[src/rtl/safe_lock_ctrl.sv]
// Keypad safe controller: set/confirm an N-digit code while open, lock until the
// same code is entered again, with failed-attempt counting and timed lockout.
//
// state          | meaning
// S_OPEN_SET     | open, collecting a new code
// S_OPEN_CONFIRM | open, collecting the confirmation of the new code
// S_LOCKED       | closed, waiting for the stored code
// S_LOCKOUT      | closed, too many wrong codes, all keys ignored until timer expires
module safe_lock_ctrl #(
    parameter int CODE_LEN       = 4,
    parameter int MAX_FAILS      = 3,
    parameter int LOCKOUT_CYCLES = 1000
) (
    input  logic                               clk,
    input  logic                               rst,
    input  logic [3:0]                         invalue,
    output logic                               lock,
    output logic                               green,
    output logic                               blue,
    output logic                               red,
    output logic [$clog2(MAX_FAILS+1)-1:0]     fail_count
);

    localparam int CW = $clog2(CODE_LEN + 1);
    localparam int FW = $clog2(MAX_FAILS + 1);
    localparam int TW = $clog2(LOCKOUT_CYCLES + 1);
    localparam int EW = CODE_LEN * 4;
    localparam logic [CW-1:0] FULL       = CW'(CODE_LEN);
    localparam logic [FW-1:0] MAXF       = FW'(MAX_FAILS);
    localparam logic [TW-1:0] TIMER_LOAD = TW'(LOCKOUT_CYCLES - 1);

    typedef enum logic [2:0] {
        S_OPEN_SET     = 3'd0,
        S_OPEN_CONFIRM = 3'd1,
        S_LOCKED       = 3'd2,
        S_LOCKOUT      = 3'd3
    } state_t;

    state_t          state, state_nxt;
    logic [EW-1:0]   entry, entry_nxt;
    logic [EW-1:0]   code, code_nxt;
    logic [CW-1:0]   count, count_nxt;
    logic [FW-1:0]   fail_nxt, fail_inc;
    logic [TW-1:0]   timer, timer_nxt;
    logic            is_digit, is_enter, is_clear, full;

    always_ff @(posedge clk) begin
        if (rst) begin
            state      <= S_OPEN_SET;
            entry      <= '0;
            code       <= '0;
            count      <= '0;
            timer      <= '0;
            fail_count <= '0;
            lock       <= 1'b0;
            green      <= 1'b1;
            blue       <= 1'b0;
            red        <= 1'b0;
        end else begin
            state      <= state_nxt;
            entry      <= entry_nxt;
            code       <= code_nxt;
            count      <= count_nxt;
            timer      <= timer_nxt;
            fail_count <= fail_nxt;
            // Indicators follow the state being entered so they line up with it.
            lock       <= (state_nxt == S_LOCKED) || (state_nxt == S_LOCKOUT);
            green      <= (state_nxt == S_OPEN_SET) || (state_nxt == S_OPEN_CONFIRM);
            blue       <= (state_nxt == S_LOCKED);
            red        <= (state_nxt == S_LOCKOUT);
        end
    end

    always_comb begin
        state_nxt = state;
        entry_nxt = entry;
        code_nxt  = code;
        count_nxt = count;
        fail_nxt  = fail_count;
        timer_nxt = timer;
        is_digit  = (invalue < 4'd10);
        is_enter  = (invalue == 4'd10);
        is_clear  = (invalue == 4'd11);
        full      = (count == FULL);
        fail_inc  = fail_count + 1'b1;

        case (state)
            S_OPEN_SET, S_OPEN_CONFIRM, S_LOCKED: begin
                if (is_digit && !full) begin
                    for (int i = 0; i < CODE_LEN; i++) begin
                        if (count == CW'(i)) entry_nxt[i*4 +: 4] = invalue;
                    end
                    count_nxt = count + 1'b1;
                end else if (is_clear) begin
                    entry_nxt = '0;
                    count_nxt = '0;
                    if (state == S_OPEN_CONFIRM) state_nxt = S_OPEN_SET;
                end else if (is_enter && full) begin
                    entry_nxt = '0;
                    count_nxt = '0;
                    if (state == S_OPEN_SET) begin
                        code_nxt  = entry;
                        state_nxt = S_OPEN_CONFIRM;
                    end else if (state == S_OPEN_CONFIRM) begin
                        state_nxt = (entry == code) ? S_LOCKED : S_OPEN_SET;
                    end else if (entry == code) begin
                        state_nxt = S_OPEN_SET;
                        fail_nxt  = '0;
                    end else begin
                        fail_nxt = fail_inc;
                        if (fail_inc == MAXF) begin
                            state_nxt = S_LOCKOUT;
                            timer_nxt = TIMER_LOAD;
                        end
                    end
                end
            end
            S_LOCKOUT: begin
                if (timer == '0) begin
                    state_nxt = S_LOCKED;
                    fail_nxt  = '0;
                end else begin
                    timer_nxt = timer - 1'b1;
                end
            end
            default: begin
                state_nxt = S_OPEN_SET;
                entry_nxt = '0;
                count_nxt = '0;
                fail_nxt  = '0;
                timer_nxt = '0;
            end
        endcase
    end

endmodule

[config.mk]
export PLATFORM = sky130hd
export DESIGN_NAME = safe_lock_ctrl
export DESIGN_NICKNAME = d
export VERILOG_FILES = /design/src/rtl/safe_lock_ctrl.sv
export SDC_FILE = /design/constraint.sdc
export NUM_CORES = 1
export LEC_CHECK = 0
export ABC_AREA = 0
export BUFFER_PORTS_ARGS = -buffer_cell sky130_fd_sc_hd__clkbuf_2
export CAP_MARGIN = 20
export CORE_MARGIN = 5
export CORE_UTILIZATION = 45
export DETAILED_ROUTE_END_ITERATION = 10
export SYNTH_ARGS = -nofsm -noshare
export SYNTH_HDL_FRONTEND = slang
export SYNTH_SLANG_ARGS = --single-unit
[constraint.sdc]
create_clock -name clk -period 4.64 [get_ports clk]
set_input_delay 0.232 -clock clk [delete_from_list [all_inputs] [get_ports clk]]
set_output_delay 0.232 -clock clk [all_outputs]
set_load 0.01 [all_outputs]
==> impl_results.md <==
* Run status: finished clean
* DRC viols at 0
* Syn. warnings at 0
* Synth Register Bits at between 50 and 60
* Starting DRT DRC Count at 145
* CTS Buffer Depth at 2
* Buffers and inverters on the worst path at 1
* Min Tclk post-route at roughly 2.5 ns
* Netlist cell types at 53
* Crit. End Element: flop
* HPWL Detailed at ~3.6 mm
* Remaining antenna violation count at 0
* Element type at the critical path start: flop
* Primary FF master, synth: dfxtp_1
* Clk_skew at between 0.009 and 0.01 ns
* CP cell instances: inv_1 > ha_1 > nand2_1 > nor4_4 > nor2b_1 > and2_1 > mux2i_1 > nor2_1
* HP Class: primary input to flop
* Die extent in y at 86.25 um
* Worst setup path startpoint: count[0]
* Share of cells above drive strength 1 at 0.1054
* Worst-Margin Slew at ~0.96 ns
* TritonCTS clock tree: yes
* Mapped cell area at between 2000 and 3000 um^2
* Area of the core at 5574 um^2
* Worst path top cell family by delay: simple AND/OR/NAND/NOR gates
* Reg2Reg Capture Point: code[13]
* Setup Crit Path Kind: flop to flop
* Pins Over Slew Limit at 0
* Initial antenna violation count at 0
* Post-CTS resize count at 0
* Setup bufs post-CTS at 0
* Hold Vio Cnt, Final at 0
* Number of port buffers at 11
* Req. time, crit path at between 4 and 5 ns
* Final Util at 0.4947
* Sink Count at 54
* IO Pins at 12
* Clk_lat worst skew at 0.30 ns
* Hold path depth at 3
* Flop2flop setup slack at roughly 2.2 ns
* Initial cell density of the core at 0.4694
* Final Cycle Share at 0.5363
* R2r worst-path depth at 8
* Leak at 1.113 nW
* Final setup fails at 0
* Hold_sp: invalue[0]
* RePlAce Congestion at approximately 0.77
* Avg Inst Size Synth at about 9.1 um^2
* Setup TNS at 0 ns
* Hold-fix buffers at CTS at 0
* Total CTS buffers at 5
* Net count, final at 306
* Crit path max-delay cell type: and2_1
* RSZ-0062 raised after global routing: no
* Max Cap Violations at 0
* Max incr delay on CP at ~0.8 ns
* Pwr Density at 297.2 nW/um^2
* Drt first pass iters at 4
* Ant diodes at 0
* Htree depth at 2
* Vias in the first global route at about 1800
* Fillcell total at between 500 and 600
* Crit Path Max Fanout at 16
* DR vias/cell at approximately 5.4
* Seq/Total Area, Yosys at 0.4132
* Async SR Flop Fraction at 0
* Reg2reg start: count[0]
* Gr usage total at 0.1542
* DRT Wirelength at approximately 5.2 mm
* # rows at 27
* Syn_nets at about 300
* Mapped Cells at 289
* Rel. slew slack at 0.3626
* Max Fclk at approximately 400 MHz
* Clk root buf: clkbuf_8
* Placed instance count at 357
* Die Width at 86.25 um
* EDFF count, synth at 0
* Clock slew at reported path FFs at approximately 0.090 ns
* Vias at between 1500 and 2000
* Die area at around 7400 um^2
* Largest net degree at the start of global routing at 46
* Arrival time at the worst endpoint at between 2 and 3 ns
* Final Non-Filler Cells at between 300 and 400
* Gr ovfl total at 0
* Worst Hold Path EP: entry[8]
* Global-route wire length before repair at roughly 9.2 mm
* Area grow syn2layout at 5.404%
* VDD IR max at ~250 uV
* Wire length per cell at between 10 and 15 um
-- state kept, by name (all words and copies together), names as in the netlist --
signal / count
blue: 1
code: 16
count: 3
entry: 16
fail_count: 2
green: 1
lock: 1
red: 1
state: 3
timer: 10
-- final cells by class --
cell class	instances	area, um^2	share of cell area
clock buffer	7	86.33	0.03131
clock inverter	1	5.005	0.001815
inverter	8	30.03	0.01089
multi-input combinational	211	1398	0.5068
sequential	54	1081	0.3920
tap	72	90.09	0.03267
timing repair buffer	13	67.56	0.02450
-- power by group --
part | internal, mW | total, mW | switching [mW]
Clock | 0.121 | 0.267 | 0.147
Sequential | 0.470 | 0.478 | 0.00847
Combinational | 0.0253 | 0.0736 | 0.0483
Total | 0.616 | 0.820 | 0.203
-- cells in the mapped netlist (4+ instances only) --
cell type	instances	area [um^2]
a22oi_1	9	67.56
ha_1	7	87.58
mux2i_1	19	190.2
nor2_1	50	187.7
nand2_1	16	60.06
buf_6	5	56.30
a32oi_1	4	35.03
inv_1	8	30.03
nor4_1	5	31.28
clkbuf_1	6	22.52
xor2_1	16	140.1
o21ai_0	9	45.04
a21oi_1	15	75.07
nand3_1	7	35.03
dfxtp_1	54	1081
-- metal layers --
layer / track usage / wire (um)
met1: 0.2501 / 2925
met2: 0.2067 / 2060
met3: 0.02947 / 194
met4: 0.03399 / 38
met5: 0 / 0
-- cells by family after synthesis --
family          Yosys count  share of synthesized area
compound gates           58                     0.1573
xor+xnor                 17                    0.05691
fa+ha+maj                 7                    0.03348
buf+inv                  24                    0.05260
flops                    54                     0.4132
mux                      19                    0.07269
other cells               1                   0.001433
simple gates            109                     0.2123
-- worst register-to-register path, stage by stage (launching register included) --
cell and delay (ns):
dfxtp_1 0.35, inv_1 0.09, ha_1 0.17, nand2_1 0.15, nor4_4 0.29, nor2b_1 0.21, and2_1 0.78, mux2i_1 0.28
nor2_1 0.05
-- how the worst max path moves through the flow --
stage	depth (start not counted)	end	slack, ns
6_report	8	code[13]	2.15
5_1_grt	8	code[6]	1.87
4_1_cts	8	code[7]	2.14
3_5_place_dp	8	code[13]	2.17
3_3_place_gp	8	code[12]	2.23
2_1_floorplan	9	timer[8]	2.71
-- cells in the final DEF, fill, tap and decap left out, drive strengths merged, types with 4 or more instances in the layout --
| cell | count |
|---|---|
| ha | 7 |
| a22oi | 9 |
| o21ai | 9 |
| clkbuf | 18 |
| a32oi | 4 |
| mux2i | 19 |
| xor2 | 16 |
| inv | 8 |
| a21oi | 15 |
| nor4 | 7 |
| nor2 | 50 |
| or2 | 5 |
| dfxtp | 54 |
| nand3 | 7 |
| nand2 | 17 |
| o31ai | 5 |
-- stage by stage --
stage | setup WS (ns) | hold slack, ns | total power, mW | area (um^2)
6_report | 2.152 | 0.3194 | 0.8196 | 2758
4_1_cts | 2.144 | 0.3145 | 0.8295 | 2753
2_1_floorplan | 2.714 | 0.3803 | 0.5450 | 2616
5_1_grt | 1.869 | 0.3482 | 0.8605 | 2758
3_3_place_gp | 2.231 | 0.4672 | 0.5618 | 2661
3_5_place_dp | 2.170 | 0.4738 | 0.5616 | 2661
Power figures use the tool's default switching activity.
